### src/rtl/mem_access_unit_pkg.sv
// Shared bus widths, byte-select encodings and access classification helpers
// for the memory-stage load/store unit.
package mem_access_unit_pkg;

  localparam int DATA_W = 32;
  localparam int ADDR_W = 32;
  localparam int SEL_W  = 4;

  localparam logic [SEL_W-1:0] SEL_BYTE = 4'b0001;
  localparam logic [SEL_W-1:0] SEL_HALF = 4'b0011;
  localparam logic [SEL_W-1:0] SEL_WORD = 4'b1111;

  // Only byte, half and word selects describe a real access.
  function automatic logic sel_legal(input logic [SEL_W-1:0] sel);
    return (sel == SEL_BYTE) || (sel == SEL_HALF) || (sel == SEL_WORD);
  endfunction

  // Halves need an even address, words need a word-aligned address.
  function automatic logic is_misaligned(input logic [SEL_W-1:0] sel,
                                         input logic [1:0]       offset);
    return ((sel == SEL_HALF) && offset[0]) ||
           ((sel == SEL_WORD) && (offset != 2'b00));
  endfunction

endpackage

### src/rtl/mem_access_unit_lane_align.sv
// Little-endian lane steering: store strobes / data replication on the way
// out, and load shift / sign- or zero-extension on the way back.
module mem_lane_align
  import mem_access_unit_pkg::*;
(
  input  logic [SEL_W-1:0]  i_st_sel,
  input  logic [1:0]        i_st_offset,
  input  logic [DATA_W-1:0] i_st_data,
  output logic [SEL_W-1:0]  o_st_strobe,
  output logic [DATA_W-1:0] o_st_data,
  input  logic [SEL_W-1:0]  i_ld_sel,
  input  logic [1:0]        i_ld_offset,
  input  logic              i_ld_sign,
  input  logic [DATA_W-1:0] i_ld_raw,
  output logic [DATA_W-1:0] o_ld_data
);

  logic [DATA_W-1:0] w_ld_shifted;

  // Store side: strobes follow the select shifted into the addressed lane,
  // data is replicated so every possible lane carries the value.
  always_comb begin
    o_st_strobe = i_st_sel << i_st_offset;
    case (i_st_sel)
      SEL_BYTE: o_st_data = {4{i_st_data[7:0]}};
      SEL_HALF: o_st_data = {2{i_st_data[15:0]}};
      default:  o_st_data = i_st_data;
    endcase
  end

  // Load side: bring the addressed lane down to bit 0, then trim and extend.
  always_comb begin
    w_ld_shifted = i_ld_raw >> {i_ld_offset, 3'b000};
    case (i_ld_sel)
      SEL_BYTE: o_ld_data = i_ld_sign ? {{24{w_ld_shifted[7]}}, w_ld_shifted[7:0]}
                                      : {24'h000000, w_ld_shifted[7:0]};
      SEL_HALF: o_ld_data = i_ld_sign ? {{16{w_ld_shifted[15]}}, w_ld_shifted[15:0]}
                                      : {16'h0000, w_ld_shifted[15:0]};
      default:  o_ld_data = w_ld_shifted;
    endcase
  end

endmodule

### src/rtl/mem_access_unit.sv
// Memory-stage load/store unit: single-outstanding request/ready handshake to
// data RAM, pipeline stall while in flight, misalignment flagging.
//
// state   | meaning
// --------+-------------------------------------------------------------
// IDLE    | waiting for an access; misaligned ones are flagged here
// REQ     | request on the RAM bus, held until ram_ready
// DONE    | transaction finished, load result presented for one cycle
module mem_access_unit
  import mem_access_unit_pkg::*;
(
  input  logic              clk,
  input  logic              rst,
  input  logic              mem_read_flag,
  input  logic              mem_write_flag,
  input  logic              mem_sign_ext_flag,
  input  logic [SEL_W-1:0]  mem_sel,
  input  logic [DATA_W-1:0] mem_write_data,
  input  logic [ADDR_W-1:0] mem_addr,
  output logic              ram_en,
  output logic [SEL_W-1:0]  ram_write_en,
  output logic [ADDR_W-1:0] ram_addr,
  output logic [DATA_W-1:0] ram_write_data,
  input  logic [DATA_W-1:0] ram_read_data,
  input  logic              ram_ready,
  output logic              stall_request,
  output logic [DATA_W-1:0] load_data,
  output logic              load_valid,
  output logic              addr_err_load,
  output logic              addr_err_store
);

  typedef enum logic [1:0] {
    ST_IDLE = 2'd0,
    ST_REQ  = 2'd1,
    ST_DONE = 2'd2
  } state_t;

  state_t            r_state;
  state_t            w_next_state;

  logic              w_access;
  logic              w_misaligned;
  logic              w_issue;

  logic [ADDR_W-1:0] r_ram_addr;
  logic [SEL_W-1:0]  r_ram_write_en;
  logic [DATA_W-1:0] r_ram_write_data;
  logic [DATA_W-1:0] r_load_data;
  logic              r_is_load;
  logic [SEL_W-1:0]  r_ld_sel;
  logic [1:0]        r_ld_offset;
  logic              r_ld_sign;

  logic [SEL_W-1:0]  w_st_strobe;
  logic [DATA_W-1:0] w_st_data;
  logic [DATA_W-1:0] w_ld_data;

  assign w_access     = (mem_read_flag | mem_write_flag) & sel_legal(mem_sel);
  assign w_misaligned = is_misaligned(mem_sel, mem_addr[1:0]);
  assign w_issue      = (r_state == ST_IDLE) & w_access & ~w_misaligned;

  mem_lane_align u_lane_align (
    .i_st_sel    (mem_sel),
    .i_st_offset (mem_addr[1:0]),
    .i_st_data   (mem_write_data),
    .o_st_strobe (w_st_strobe),
    .o_st_data   (w_st_data),
    .i_ld_sel    (r_ld_sel),
    .i_ld_offset (r_ld_offset),
    .i_ld_sign   (r_ld_sign),
    .i_ld_raw    (ram_read_data),
    .o_ld_data   (w_ld_data)
  );

  // State register; reset drops any in-flight request immediately.
  always_ff @(posedge clk or posedge rst) begin
    if (rst) r_state <= ST_IDLE;
    else     r_state <= w_next_state;
  end

  // Next-state logic; DONE never chains into a new request because the
  // stage inputs still describe the instruction that just completed.
  always_comb begin
    w_next_state = r_state;
    case (r_state)
      ST_IDLE: if (w_issue)   w_next_state = ST_REQ;
      ST_REQ:  if (ram_ready) w_next_state = ST_DONE;
      ST_DONE: w_next_state = ST_IDLE;
      default: w_next_state = ST_IDLE;
    endcase
  end

  // Outputs; the IDLE terms are combinational from the stage inputs and are
  // masked during reset so an asserted rst silences the bus and the stall.
  always_comb begin
    ram_en         = 1'b0;
    stall_request  = 1'b0;
    load_valid     = 1'b0;
    addr_err_load  = 1'b0;
    addr_err_store = 1'b0;
    case (r_state)
      ST_IDLE: begin
        if (!rst) begin
          stall_request  = w_issue;
          addr_err_store = w_access & mem_write_flag & w_misaligned;
          addr_err_load  = w_access & mem_read_flag & ~mem_write_flag & w_misaligned;
        end
      end
      ST_REQ: begin
        ram_en        = 1'b1;
        stall_request = 1'b1;
      end
      ST_DONE: load_valid = r_is_load;
      default: ;
    endcase
  end

  // Bus registers load on issue and hold through REQ; the load result is
  // captured on the completing ready and held until the next load.
  always_ff @(posedge clk or posedge rst) begin
    if (rst) begin
      r_ram_addr       <= '0;
      r_ram_write_en   <= '0;
      r_ram_write_data <= '0;
      r_load_data      <= '0;
      r_is_load        <= 1'b0;
      r_ld_sel         <= '0;
      r_ld_offset      <= 2'b00;
      r_ld_sign        <= 1'b0;
    end else begin
      if (w_issue) begin
        r_ram_addr       <= {mem_addr[ADDR_W-1:2], 2'b00};
        r_ram_write_en   <= mem_write_flag ? w_st_strobe : '0;
        r_ram_write_data <= w_st_data;
        r_is_load        <= ~mem_write_flag;
        r_ld_sel         <= mem_sel;
        r_ld_offset      <= mem_addr[1:0];
        r_ld_sign        <= mem_sign_ext_flag;
      end
      if ((r_state == ST_REQ) && ram_ready && r_is_load) begin
        r_load_data <= w_ld_data;
      end
    end
  end

  assign ram_addr       = r_ram_addr;
  assign ram_write_en   = r_ram_write_en;
  assign ram_write_data = r_ram_write_data;
  assign load_data      = r_load_data;

endmodule

### config.mk
export PLATFORM = sky130hd
export DESIGN_NAME = mem_access_unit
export DESIGN_NICKNAME = d
export VERILOG_FILES = /design/src/rtl/mem_access_unit_pkg.sv /design/src/rtl/mem_access_unit_lane_align.sv /design/src/rtl/mem_access_unit.sv
export SDC_FILE = /design/constraint.sdc
export NUM_CORES = 1
export LEC_CHECK = 0
export BUFFER_PORTS_ARGS = -buffer_cell sky130_fd_sc_hd__buf_2
export CAP_MARGIN = 20
export CORE_MARGIN = 3
export CORE_UTILIZATION = 49
export DETAILED_ROUTE_END_ITERATION = 7
export PLACE_DENSITY = 0.81
export SYNTH_ARGS = -nofsm -noshare
export SYNTH_HDL_FRONTEND = slang
export SYNTH_SLANG_ARGS = --single-unit
export TNS_END_PERCENT = 30
### constraint.sdc
create_clock -name clk -period 7.17 [get_ports clk]
set_clock_uncertainty 0.15 [all_clocks]
set_input_delay 1.7925 -clock clk [delete_from_list [all_inputs] [get_ports clk]]
set_output_delay 1.7925 -clock clk [all_outputs]
set_load 0.02 [all_outputs]
==> run summary <==
Run status - complete, no violations
Worst hold slack - 0.3382 ns
Clock slew seen by the registers of the worst setup and hold paths - 0.10 ns
Post-synthesis xor/xnor area fraction - 0.003017
Post-CTS setup buffer count - 0
Initial antenna violation count - 0
Ports - 211
Vias in the first global route - 4278
GRT Overall Usage - 0.2179
Seq/Total Area, Yosys - 0.5013
Die width - 110.9 µm
H-tree Lvls - 3
VDD IR max - 0.1880 mV
Compound-gate portion of the synthesized area - 0.08262
R2r endpoint - load_data[22]
Post-Syn Area per Cell - 12.42 µm²
Post-Synth Adder-Cell Area - 0
Post-synth top area cell - dfrtp_1
Post-Syn Instances - 434
Simple-gate share of the synthesized area - 0.08401
Post-CTS resize count - 0
Placer Congestion - 0.8887
Final hold viol count - 0
Final Max Tran Viols - 0
Largest family of logic cells by synthesized area - multiplexers
Routed len/inst - 17.28 µm
Slowest cell delay on critical path - 0.50 ns
DR vias/cell - 5.399
Area Overhead vs Synth - 22.42%
Worst skew pair latency - 0.37 ns
Final nets - 735
Netlist cell types - 46
Crit share post-route - 0.7388
Post-synthesis mux area share - 0.2752
Worst Path Required - 5.23 ns
FF-to-FF path depth - 4
Pwr Density - 351.9 nW/µm²
DIE AREA - 12300 µm²
Ys async rst share - 1.000
Worst reg-to-reg setup slack - 4.30 ns
Antenna Cells - 0
Synth warn - 0
Post-route minimum period - 5.298 ns
RSZ-0062 raised after global routing - no
Vias - 4157
Final setup violation count - 0
FMAX - 188.8 MHz
Cell Area, Synth - 5391 µm²
Crit Path Class - in2out
Number of synthesized flops with an enable pin - 0
Total congestion overflow - 0
Setup crit start kind - primary input
Crit path DAT - 3.36 ns
Crit path from - mem_sel[1]
PortBufs - 208
First-pass GRT wire length - 21850 µm
Largest net degree at the start of global routing - 59
CP Max Fanout - 19
Buffer levels on the longest clock path - 2
CTS Hold Bufs - 0
Crit end category - primary output
CTS Buf Count - 9
R2R Path Start - r_state[1]
Drt first pass iters - 4
Fill cells - 830
Setup_tns - 0 ns
Share of layout cells above drive strength 1 - 0.5237
Clk root buf - clkbuf_8
Post-DP HPWL - 9951 µm
Clock sink total - 108
Hold Crit Class - reg2reg
Power, Total - 2322 µW
Top cell by count, worst path - buf_2
Share of the synthesized area in the top cell type - 0.5013
Initial DRC Count - 290
Remaining antenna violation count - 0
CTS tree - built
Final routed DRC violation total - 0
Die Y - 110.9 µm
Core ar. - 10510 µm²
Starting Density - 0.5130
Total Wirelength - 13310 µm
Leak - 0.003355 µW
Worst-Margin Slew - 1.062 ns
CP cell instances - buf_2 > and3_1 > o2111ai_2 > nor2b_4 > a21o_1 > buf_2
Area contributors post-synth - dfrtp_1 (50%), mux2_2 (13%), mux2_4 (8.4%)
Top FF cell, synth - dfrtp_1
Worst Setup EP - stall_request
Critical-path top delay cell - nor2b_4
Rel. slew slack - 0.2863
FF+latch count, synth - 108
Max Cap Viol - 0
Row count - 37
-- worst max-delay path, delay by kind of cell --
kind | cells | cell delay, ns
AO/OA/AOI/OAI | 2 | 0.35
buffers and inverters | 2 | 0.47
AND/OR/NAND/NOR | 2 | 0.74
-- sequential cells by signal (all words and copies together) (netlist names), 2 cells and up --
| name | flops |
|---|---|
| r_state | 2 |
| ram_addr | 30 |
| load_data | 32 |
| ram_write_data | 32 |
| ram_write_en | 4 |
| r_ld_offset | 2 |
| r_ld_sel | 4 |
-- layer usage --
metal  share of wire  global-route usage  wire length, µm  vias to the layer above
met4           0.023             0.08949              303                        0
met2            0.48              0.3576             6334                      186
met3           0.090             0.06386             1202                       23
met5               0                   0                0                        -
met1            0.41              0.2699             5467                     2038
li1                -                   -                -                     1910
-- stage by stage --
stage,utilization,worst slack (ns),instances,instance area [µm²]
final,0.6281,1.872,770,6600
after global routing,0.6281,1.743,770,6600
after CTS,0.6273,1.878,769,6593
after detailed placement,0.6098,1.886,753,6409
after global placement,0.6098,1.931,753,6409
after floorplan,-,0.8358,435,5395
-- layout make-up --
cell class | instances | area, µm² | share of cell area
timing repair buffer | 214 | 1086 | 0.1645
sequential | 108 | 2703 | 0.4095
tap | 136 | 170.2 | 0.02578
clock buffer | 11 | 131.4 | 0.01991
multi-input combinational | 283 | 2406 | 0.3646
clock inverter | 5 | 52.55 | 0.007962
inverter | 13 | 51.30 | 0.007773
-- placed cells by master (no fill, tap or decap), drive strengths merged, types with 2 or more instances in the layout --
master and count:
conb 2, a21oi 21, nor2 18, o21a 2, nor3 2, dfrtp 108, buf 214, clkinv 3
or2 2, o21ai 23, nand2 38, and2 2, nor2b 3, a21o 2, mux2i 29, a22oi 16
mux2 94, clkbuf 11, nor3b 3, nand2b 7, nand3 2, inv 13
-- power breakdown --
group	switching [µW]	total [µW]	internal (µW)
Sequential	138	966	828
Combinational	578	998	420
Clock	199	359	160
Total	914	2320	1410
-- synthesized netlist by cell type (2+ instances only) --
library cell / number
nand2_1: 38
nand2b_1: 7
and2_1: 2
clkbuf_1: 9
buf_12: 3
mux2_4: 30
clkbuf_2: 2
dfrtp_1: 108
inv_1: 13
a21o_1: 2
o21ai_0: 23
nor3_1: 2
a22oi_1: 16
buf_4: 7
nand3_1: 2
nor2_1: 18
mux2_2: 60
mux2_1: 4
a21oi_1: 21
nor2b_1: 2
o21a_1: 2
mux2i_1: 29
buf_6: 5
nor3b_1: 2
buf_2: 5
or2_2: 2
-- cell families after synthesis --
kind of cell,Yosys count
AO/OA/AOI/OAI,70
XOR/XNOR,1
buffers and inverters,44
flip-flops,108
multiplexers,124
other,1
AND/OR/NAND/NOR,86
-- worst min path at each step --
stage,start,to,slack (ns),cells past startpoint
final,load_data[4],load_data[4],0.34,2
after global routing,load_data[3],load_data[3],0.37,2
after CTS,load_data[7],load_data[7],0.34,2
after detailed placement,load_data[7],load_data[7],0.32,2
after global placement,r_ld_sel[0],r_ld_sel[0],0.31,1
after floorplan,r_ld_sel[0],r_ld_sel[0],0.30,1
No activity file was read; power rests on OpenSTA's default activity.
